===== src/rtl/iq_scheduler.sv =====
// Issue-queue allocation, wakeup and select controller: tracks per-slot occupancy,
// source readiness and ROB age. Define IQ_AGE_SELECT_EN for oldest-first select.
module iq_scheduler #(
   parameter int ENTRIES = 8,
   parameter int PREG_W  = 6,
   parameter int ROB_W   = 6
) (
   input  logic                         clock,
   input  logic                         reset,
   input  logic                         enq_valid,
   output logic                         enq_ready,
   input  logic [PREG_W-1:0]            enq_prs1,
   input  logic [PREG_W-1:0]            enq_prs2,
   input  logic                         enq_src1_state,
   input  logic                         enq_src2_state,
   input  logic                         enq_robidx_flag,
   input  logic [ROB_W-1:0]             enq_robidx,
   output logic [ENTRIES-1:0]           enq_slot_sel,
   input  logic                         writeback0_valid,
   input  logic [PREG_W-1:0]            writeback0_prd,
   input  logic                         writeback1_valid,
   input  logic [PREG_W-1:0]            writeback1_prd,
   output logic                         issue_valid,
   input  logic                         issue_ready,
   output logic [ENTRIES-1:0]           issue_slot_sel,
   output logic                         issue_robidx_flag,
   output logic [ROB_W-1:0]             issue_robidx,
   input  logic                         flush_valid,
   input  logic                         flush_robidx_flag,
   input  logic [ROB_W-1:0]             flush_robidx,
   output logic [$clog2(ENTRIES):0]     occupancy
);

   localparam int IDX_W = $clog2(ENTRIES);
   localparam int OCC_W = IDX_W + 1;

   logic [ENTRIES-1:0] valid_q, valid_d;
   logic [ENTRIES-1:0] s1_q, s1_d;
   logic [ENTRIES-1:0] s2_q, s2_d;
   logic [ENTRIES-1:0] flag_q, flag_d;
   logic [PREG_W-1:0]  prs1_q [ENTRIES];
   logic [PREG_W-1:0]  prs1_d [ENTRIES];
   logic [PREG_W-1:0]  prs2_q [ENTRIES];
   logic [PREG_W-1:0]  prs2_d [ENTRIES];
   logic [ROB_W-1:0]   rob_q  [ENTRIES];
   logic [ROB_W-1:0]   rob_d  [ENTRIES];

   logic [ENTRIES-1:0] elig;
   logic [IDX_W-1:0]   free_idx, sel_idx;
   logic               free_any, sel_any;
   logic [OCC_W-1:0]   occ;
   logic               enq_fire, issue_fire;

   function automatic logic younger(input logic fa, input logic [ROB_W-1:0] ia,
                                    input logic fb, input logic [ROB_W-1:0] ib);
      return ((fa == fb) && (ia > ib)) || ((fa != fb) && (ia < ib));
   endfunction

   function automatic logic wb_hit(input logic [PREG_W-1:0] prs,
                                   input logic v0, input logic [PREG_W-1:0] p0,
                                   input logic v1, input logic [PREG_W-1:0] p1);
      return (v0 && (p0 == prs)) || (v1 && (p1 == prs));
   endfunction

   always_comb begin
      occ      = '0;
      free_idx = '0;
      free_any = 1'b0;
      for (int i = ENTRIES - 1; i >= 0; i--) begin
         occ = occ + OCC_W'(valid_q[i]);
         if (!valid_q[i]) begin
            free_idx = IDX_W'(i);
            free_any = 1'b1;
         end
      end
   end

   assign elig = valid_q & s1_q & s2_q;

`ifdef IQ_AGE_SELECT_EN
   // Pairwise tournament: each level keeps the older of two eligible candidates.
   logic             lv_v [IDX_W+1][ENTRIES];
   logic [IDX_W-1:0] lv_i [IDX_W+1][ENTRIES];

   always_comb begin
      for (int l = 0; l <= IDX_W; l++) begin
         for (int i = 0; i < ENTRIES; i++) begin
            lv_v[l][i] = 1'b0;
            lv_i[l][i] = '0;
         end
      end
      for (int i = 0; i < ENTRIES; i++) begin
         lv_v[0][i] = elig[i];
         lv_i[0][i] = IDX_W'(i);
      end
      for (int l = 0; l < IDX_W; l++) begin
         for (int i = 0; i < (ENTRIES >> (l + 1)); i++) begin
            if (lv_v[l][2*i+1] && (!lv_v[l][2*i] ||
                younger(flag_q[lv_i[l][2*i]], rob_q[lv_i[l][2*i]],
                        flag_q[lv_i[l][2*i+1]], rob_q[lv_i[l][2*i+1]]))) begin
               lv_v[l+1][i] = 1'b1;
               lv_i[l+1][i] = lv_i[l][2*i+1];
            end else begin
               lv_v[l+1][i] = lv_v[l][2*i];
               lv_i[l+1][i] = lv_i[l][2*i];
            end
         end
      end
      sel_any = lv_v[IDX_W][0];
      sel_idx = lv_i[IDX_W][0];
   end
`else
   always_comb begin
      sel_any = 1'b0;
      sel_idx = '0;
      for (int i = ENTRIES - 1; i >= 0; i--) begin
         if (elig[i]) begin
            sel_any = 1'b1;
            sel_idx = IDX_W'(i);
         end
      end
   end
`endif

   // Handshakes: a transfer happens only in a cycle where valid and ready are both
   // high and no flush is presented; valid never waits on ready.
   assign enq_ready  = (occ < OCC_W'(ENTRIES));
   assign enq_fire   = enq_valid && enq_ready && !flush_valid && free_any;
   assign issue_fire = sel_any && issue_ready && !flush_valid;

   assign occupancy         = occ;
   assign enq_slot_sel      = enq_fire ? (ENTRIES'(1) << free_idx) : '0;
   assign issue_valid       = sel_any;
   assign issue_slot_sel    = sel_any ? (ENTRIES'(1) << sel_idx) : '0;
   assign issue_robidx_flag = sel_any ? flag_q[sel_idx] : 1'b0;
   assign issue_robidx      = sel_any ? rob_q[sel_idx] : '0;

   always_comb begin
      valid_d = valid_q;
      s1_d    = s1_q;
      s2_d    = s2_q;
      flag_d  = flag_q;
      prs1_d  = prs1_q;
      prs2_d  = prs2_q;
      rob_d   = rob_q;
      for (int i = 0; i < ENTRIES; i++) begin
         if (valid_q[i]) begin
            if (wb_hit(prs1_q[i], writeback0_valid, writeback0_prd,
                       writeback1_valid, writeback1_prd)) s1_d[i] = 1'b1;
            if (wb_hit(prs2_q[i], writeback0_valid, writeback0_prd,
                       writeback1_valid, writeback1_prd)) s2_d[i] = 1'b1;
            if (flush_valid && younger(flag_q[i], rob_q[i], flush_robidx_flag, flush_robidx))
               valid_d[i] = 1'b0;
         end
      end
      if (issue_fire) valid_d[sel_idx] = 1'b0;
      if (enq_fire) begin
         valid_d[free_idx] = 1'b1;
         flag_d[free_idx]  = enq_robidx_flag;
         rob_d[free_idx]   = enq_robidx;
         prs1_d[free_idx]  = enq_prs1;
         prs2_d[free_idx]  = enq_prs2;
         s1_d[free_idx]    = enq_src1_state || wb_hit(enq_prs1, writeback0_valid,
                             writeback0_prd, writeback1_valid, writeback1_prd);
         s2_d[free_idx]    = enq_src2_state || wb_hit(enq_prs2, writeback0_valid,
                             writeback0_prd, writeback1_valid, writeback1_prd);
      end
   end

   always_ff @(posedge clock or posedge reset) begin
      if (reset) begin
         valid_q <= '0;
         s1_q    <= '0;
         s2_q    <= '0;
         flag_q  <= '0;
         for (int i = 0; i < ENTRIES; i++) begin
            prs1_q[i] <= '0;
            prs2_q[i] <= '0;
            rob_q[i]  <= '0;
         end
      end else begin
         valid_q <= valid_d;
         s1_q    <= s1_d;
         s2_q    <= s2_d;
         flag_q  <= flag_d;
         prs1_q  <= prs1_d;
         prs2_q  <= prs2_d;
         rob_q   <= rob_d;
      end
   end

endmodule


===== config.mk =====
export PLATFORM = sky130hd
export DESIGN_NAME = iq_scheduler
export DESIGN_NICKNAME = d
export VERILOG_FILES = /design/src/rtl/iq_scheduler.sv
export SDC_FILE = /design/constraint.sdc
export NUM_CORES = 1
export LEC_CHECK = 0
export CAP_MARGIN = 20
export CORE_MARGIN = 2
export CORE_UTILIZATION = 55
export CTS_CLUSTER_SIZE = 10
export DETAILED_ROUTE_END_ITERATION = 10
export HOLD_SLACK_MARGIN = 0.06
export PLACE_DENSITY_LB_ADDON = 0.15
export SETUP_SLACK_MARGIN = 0.4
export SYNTH_ARGS = -nofsm -noshare
export SYNTH_HDL_FRONTEND = slang
export SYNTH_SLANG_ARGS = --single-unit
export TNS_END_PERCENT = 20

===== constraint.sdc =====
create_clock -name clock -period 5.7 [get_ports clock]
set_input_delay 0.855 -clock clock [delete_from_list [all_inputs] [get_ports clock]]
set_output_delay 0.855 -clock clock [all_outputs]
set_load 0.02 [all_outputs]

Word-level counts from Yosys, hierarchy flattened
Cells that the tools add are included. Widths: inputs -> output; s select.

Register bits: 176. Input port bits: 47. Word-level logic and storage cells: 322.

$add $sub $neg: 7. $lt $le $gt $ge: 24. Equal/unequal tests: 52. Shifts and indexed selects: 2. Mux-type cells: 105. Bitwise operators: 7. Reductions and logical operators: 97.

Operator list (count): $eq 6x6->1 (36); $bwmux 48 (3); $logic_and 1x1->1 (68); $mux 1 (68); $gt 6x6->1 (8); $lt 6x6->1 (8); $mux 3 (16); $mux 8 (6); $logic_or 1x1->1 (28); $and 8x8->8 (3); $bwmux 8 (3); $mux 6 (4); $bmux 6 s3 (1); $demux 6 s3 (1); $add 4x1->4 (4); $shl 1x3->8 const A (2); $eq 1x1->1 (8); $ge 4x4->1 const B (2); $lt 3x4->1 const B (2); $ne 1x1->1 (8); $not 3->4 (2); $not 8->8 (1); $or 8x8->8 (1); $demux 1 s3 (2); 8 further kinds (9).

Logic depth before layout (Yosys ltp)
Depth after elaboration: 19. Gate-level depth with buffers: 15. Mapped depth without buffers: 13.

Worst setup path after synthesis
No wires, ideal clock.

Kind: flip-flop to output port. From: register valid_q[1]. To: output enq_slot_sel[3]. Arrival time: 3.357 ns. Path slack: 1.488 ns. Stages on the path, launching flop included: 14. Path buffers: 2. Path through: dfrtp_1 > fa_1 > inv_1 > fa_1 > fa_1 > inv_1 > ha_1 > a21o_1 > a21oi_4 > nand2_2 > or3_1 > buf_6 > buf_6 > inv_1.

Cells in the longest elaborated chain, start to end: 7.

RTL lines: from (decl) (RTL line 37) `logic [ENTRIES-1:0] valid_q, valid_d;`; from (signal assigned) (RTL line 182) `valid_q <= valid_d;`; $add 4x1->4 (2 in series) (RTL line 70) `occ = occ + OCC_W'(valid_q[i]);`; $lt 4x4->1 (RTL line 127) `assign enq_ready = (occ < OCC_W'(ENTRIES));`; $logic_and 1x1->1 (3 in series) (RTL line 128) `assign enq_fire = enq_valid && enq_ready && !flush_valid && free_any;`; $mux 8 (*) (RTL line 132) `assign enq_slot_sel = enq_fire ? (ENTRIES'(1) << free_idx) : '0;`; to (decl) (RTL line 18) `output logic [ENTRIES-1:0] enq_slot_sel,`.

Mark *: on every way between the ends. The rest lies on a longest branch, timed or not.

Final worst setup path
From: register valid_q[1]. To: output enq_slot_sel[1].

Same word-level chain as after synthesis.

==> results.toml <==
[run_status]
status = "finished, final reports clean"

[synth]
seq_area_frac_synth = 0.380
syn_area_mm2 = 0.0116
synth_compound_area_frac = 0.0760
synth_nets = 1199
yosysWarnings = 0
ys_ff_latch = 176
synth-edff-count = 0
synthArstFlopShare = 1.00
yosys.area_share.simple = 0.104
synth_flop_cell = "dfrtp_1"
syn-mean-instance-area_um2 = 10.6
synth_top_family_by_area = "XOR/XNOR gates"
synth_cell_type_count = 60
syn_inst = 1097
synth-xor-area-share = 0.170
synthAdderAreaFrac = 0.0619
synthMuxAreaShare = 0.156

[routing]
vias_per_cell = 5.87
wl_per_cell_um = 21.7
num_vias = 8384
wirelength_um = 30900
drcViolationCount = 0
drtPass1Iterations = 5
antenna_left = 0
dr.first_iter.drc_count = 496

[global_routing]
first_global_vias = 8537
grt_pass1_wl_um = 49300
antenna_found_initial = 1
grt_util_all_layers = 0.294
grt_max_degree = 131
grt_overflow = 0

[floorplan]
core_area_mm2 = 0.0209
die_w_um = 149
start_util = 0.555
die_h_um = 149
die_area_mm2 = 0.0223
rows = 53
ios = 76

[sta]
holdWs_ns = 0.498
skew_ns = 0.00791
finalHoldViolCount = 0
timing.final.ws_setup_ns = 0.546
timing.fmax_mhz = 194
rsz0062_at_grt = "true"
setup_viol = 0
period_share = 0.904
timing_max_transition_violations_final = 0
worst_pin_slew_ns = 1.02
relSlewSlack = 0.321
fin_setup_tns_ns = 0
period_needed_ns = 5.15

[final_layout]
drive_gt1_frac = 0.165
num_antenna_cells = 0
area_delta_synth_final_pct = 12.5
layout.cells.non_filler = 1428
nets = 1243

[placement]
port_buffers = 75
place_congestion = 0.889
place_worst_setup_slack_ns = 1.03
dp.cells = 1396
hpwl_um = 20800

[critical_path]
cp_slowest_cell = "clkdlybuf4s50_1"
crit_fanout = 21
start_kind = "flip-flop"
critPathCaptureType = "output pin"
critPathTopFamily = "adder cells"
path_class = "reg -> out"
arrival_ns = 4.30
worstPathRequired_ns = 4.85
crit_chain = "fa_1 > inv_1 > fa_1 > fa_1 > inv_1 > ha_1 > a21o_1 > a21oi_4 > nand2_2 > nor2_2 > buf_4 > clkdlybuf4s50_1"
path_buf_inv = 4
cpPeakStageDelay_ns = 0.67
timing.critical_path.mode_cell = "fa_1"

[clocking]
clock_latency_ns = 0.44
numCtsBuffers = 17
htree_levels = 4
cts_max_path_buffers = 2
cts_root_buffer = "clkbuf_16"
cts_tree = "done"
cts.sinks = 176
clkTransAtPathRegs_ns = 0.07

[pwr]
vdd_drop_max_v = 0.000225
power_density_mw_per_mm2 = 340
leakage_nw = 6.06

[min_path]
hp-class = "reg -> reg"

[job]
maxCapViolCount = 0
## report_power, final
part           switching [mW]  leakage [nW]  internal (mW)
logic                   0.710          3.45          0.745
registers               0.280          2.32           1.52
clock network           0.530         0.282          0.651
total                    1.52          6.06           2.91
## stage by stage
step                power [mW]  utilization  area (um^2)
floorplan                 2.83            -        11600
global placement          3.22        0.596        12400
detailed placement        3.26        0.596        12400
CTS                       4.44        0.624        13000
global route              4.70        0.625        13000
finish                    4.43        0.625        13000
## routing by layer
layer	GRT usage	up-vias	routed length [um]
met5	0	-	0
met2	0.495	266	15000
met4	0.107	0	752
met1	0.378	4159	13300
met3	0.0544	53	1840
li1	-	3906	-
## path summary, 6_finish.rpt
kind                                       start                      to  slack, ns  depth (start not counted)
hold reg to reg            rob_q[18]$_DFFE_PP0P_   rob_q[18]$_DFFE_PP0P_       0.50                          1
hold / removal             rob_q[18]$_DFFE_PP0P_   rob_q[18]$_DFFE_PP0P_       0.50                          1
setup reg to reg            valid_q[1]$_DFF_PP0_    rob_q[1]$_DFFE_PP0P_       1.59                         12
max in group asynchronous                  reset       s2_q[6]$_DFF_PP0_       4.07                          3
min in group asynchronous                  reset  prs2_q[22]$_DFFE_PP0P_       0.67                          2
setup / recovery            valid_q[1]$_DFF_PP0_         enq_slot_sel[1]       0.55                         12
## Yosys cell counts (3+ instances only)
cell type,number,share of area
mux2_1,18,0.017
dfrtp_1,176,0.38
xor2_1,76,0.057
mux2_2,107,0.10
clkbuf_1,11,0.0036
mux2i_1,18,0.016
a31oi_1,3,0.0016
mux2_4,15,0.019
or4_1,12,0.0078
a221oi_1,9,0.0068
nor2b_1,4,0.0022
a21oi_1,34,0.015
nand4_1,39,0.021
nor4_1,14,0.0076
inv_1,38,0.012
a221o_1,4,0.0035
nand3_1,27,0.012
o31ai_1,4,0.0026
and3_1,12,0.0065
o21a_1,3,0.0019
nand2_1,77,0.025
or3_1,7,0.0038
xnor2_1,149,0.11
nand2b_1,4,0.0022
buf_4,6,0.0039
o21ai_0,44,0.019
nor2_1,22,0.0071
a211o_1,3,0.0023
buf_6,11,0.011
o21ai_1,3,0.0013
a21o_1,14,0.0091
ha_1,51,0.055
fa_1,4,0.0069
buf_2,46,0.020
## what timing repair did
action                                  4_1_cts  5_1_grt
gates resized for setup                       0        1
setup buffers                                 0        0
endpoints found under the setup margin        0        2
hold buffers                                  0        0
hold endpoints to repair                      0        0
## layout make-up
| type | count | area [um^2] |
|---|---|---|
| Fill cell | 1784 | 7840 |
| Tap cell | 275 | 344 |
| Clock inverter | 14 | 158 |
| Multi-Input combinational cell | 806 | 6600 |
| Inverter | 40 | 154 |
| Clock buffer | 17 | 425 |
| Timing Repair Buffer | 100 | 966 |
| Sequential cell | 176 | 4400 |
## kinds of logic after synthesis
| kind of cell | after synthesis |
|---|---|
| xor+xnor | 225 |
| flops | 176 |
| fa+ha+maj | 55 |
| mux | 158 |
| compound gates | 138 |
| buf+inv | 115 |
| simple gates | 230 |
## registers in the layout, summed over array words and instances, names as in the netlist
register and count:
flag_q 8, prs1_q 48, prs2_q 48, rob_q 48
s1_q 8, s2_q 8, valid_q 8
## cells in the final DEF (no fill, tap or decap), types with 3 or more instances in the layout
| master | n |
|---|---|
| mux2_1 | 18 |
| nand2_1 | 77 |
| o21ai_0 | 44 |
| xnor2_1 | 149 |
| clkbuf_16 | 17 |
| nor4_1 | 14 |
| inv_1 | 37 |
| mux2i_1 | 18 |
| a221oi_1 | 9 |
| a31oi_1 | 3 |
| clkinv_4 | 4 |
| a21o_1 | 14 |
| o21ai_1 | 3 |
| mux2_2 | 107 |
| ha_1 | 51 |
| fa_1 | 4 |
| inv_6 | 3 |
| or3_1 | 7 |
| or4_1 | 12 |
| nand2b_1 | 4 |
| and3_1 | 12 |
| nor2_1 | 21 |
| o21a_1 | 3 |
| o31ai_1 | 4 |
| a221o_1 | 4 |
| dfrtp_1 | 176 |
| nand4_1 | 39 |
| nand3_1 | 27 |
| mux2_4 | 15 |
| a211o_1 | 3 |
| clkinvlp_4 | 3 |
| xor2_1 | 76 |
| a21oi_1 | 34 |
| clkdlybuf4s50_1 | 74 |
| buf_4 | 23 |
| nor2b_1 | 4 |
(Power assumes the default switching activity.)
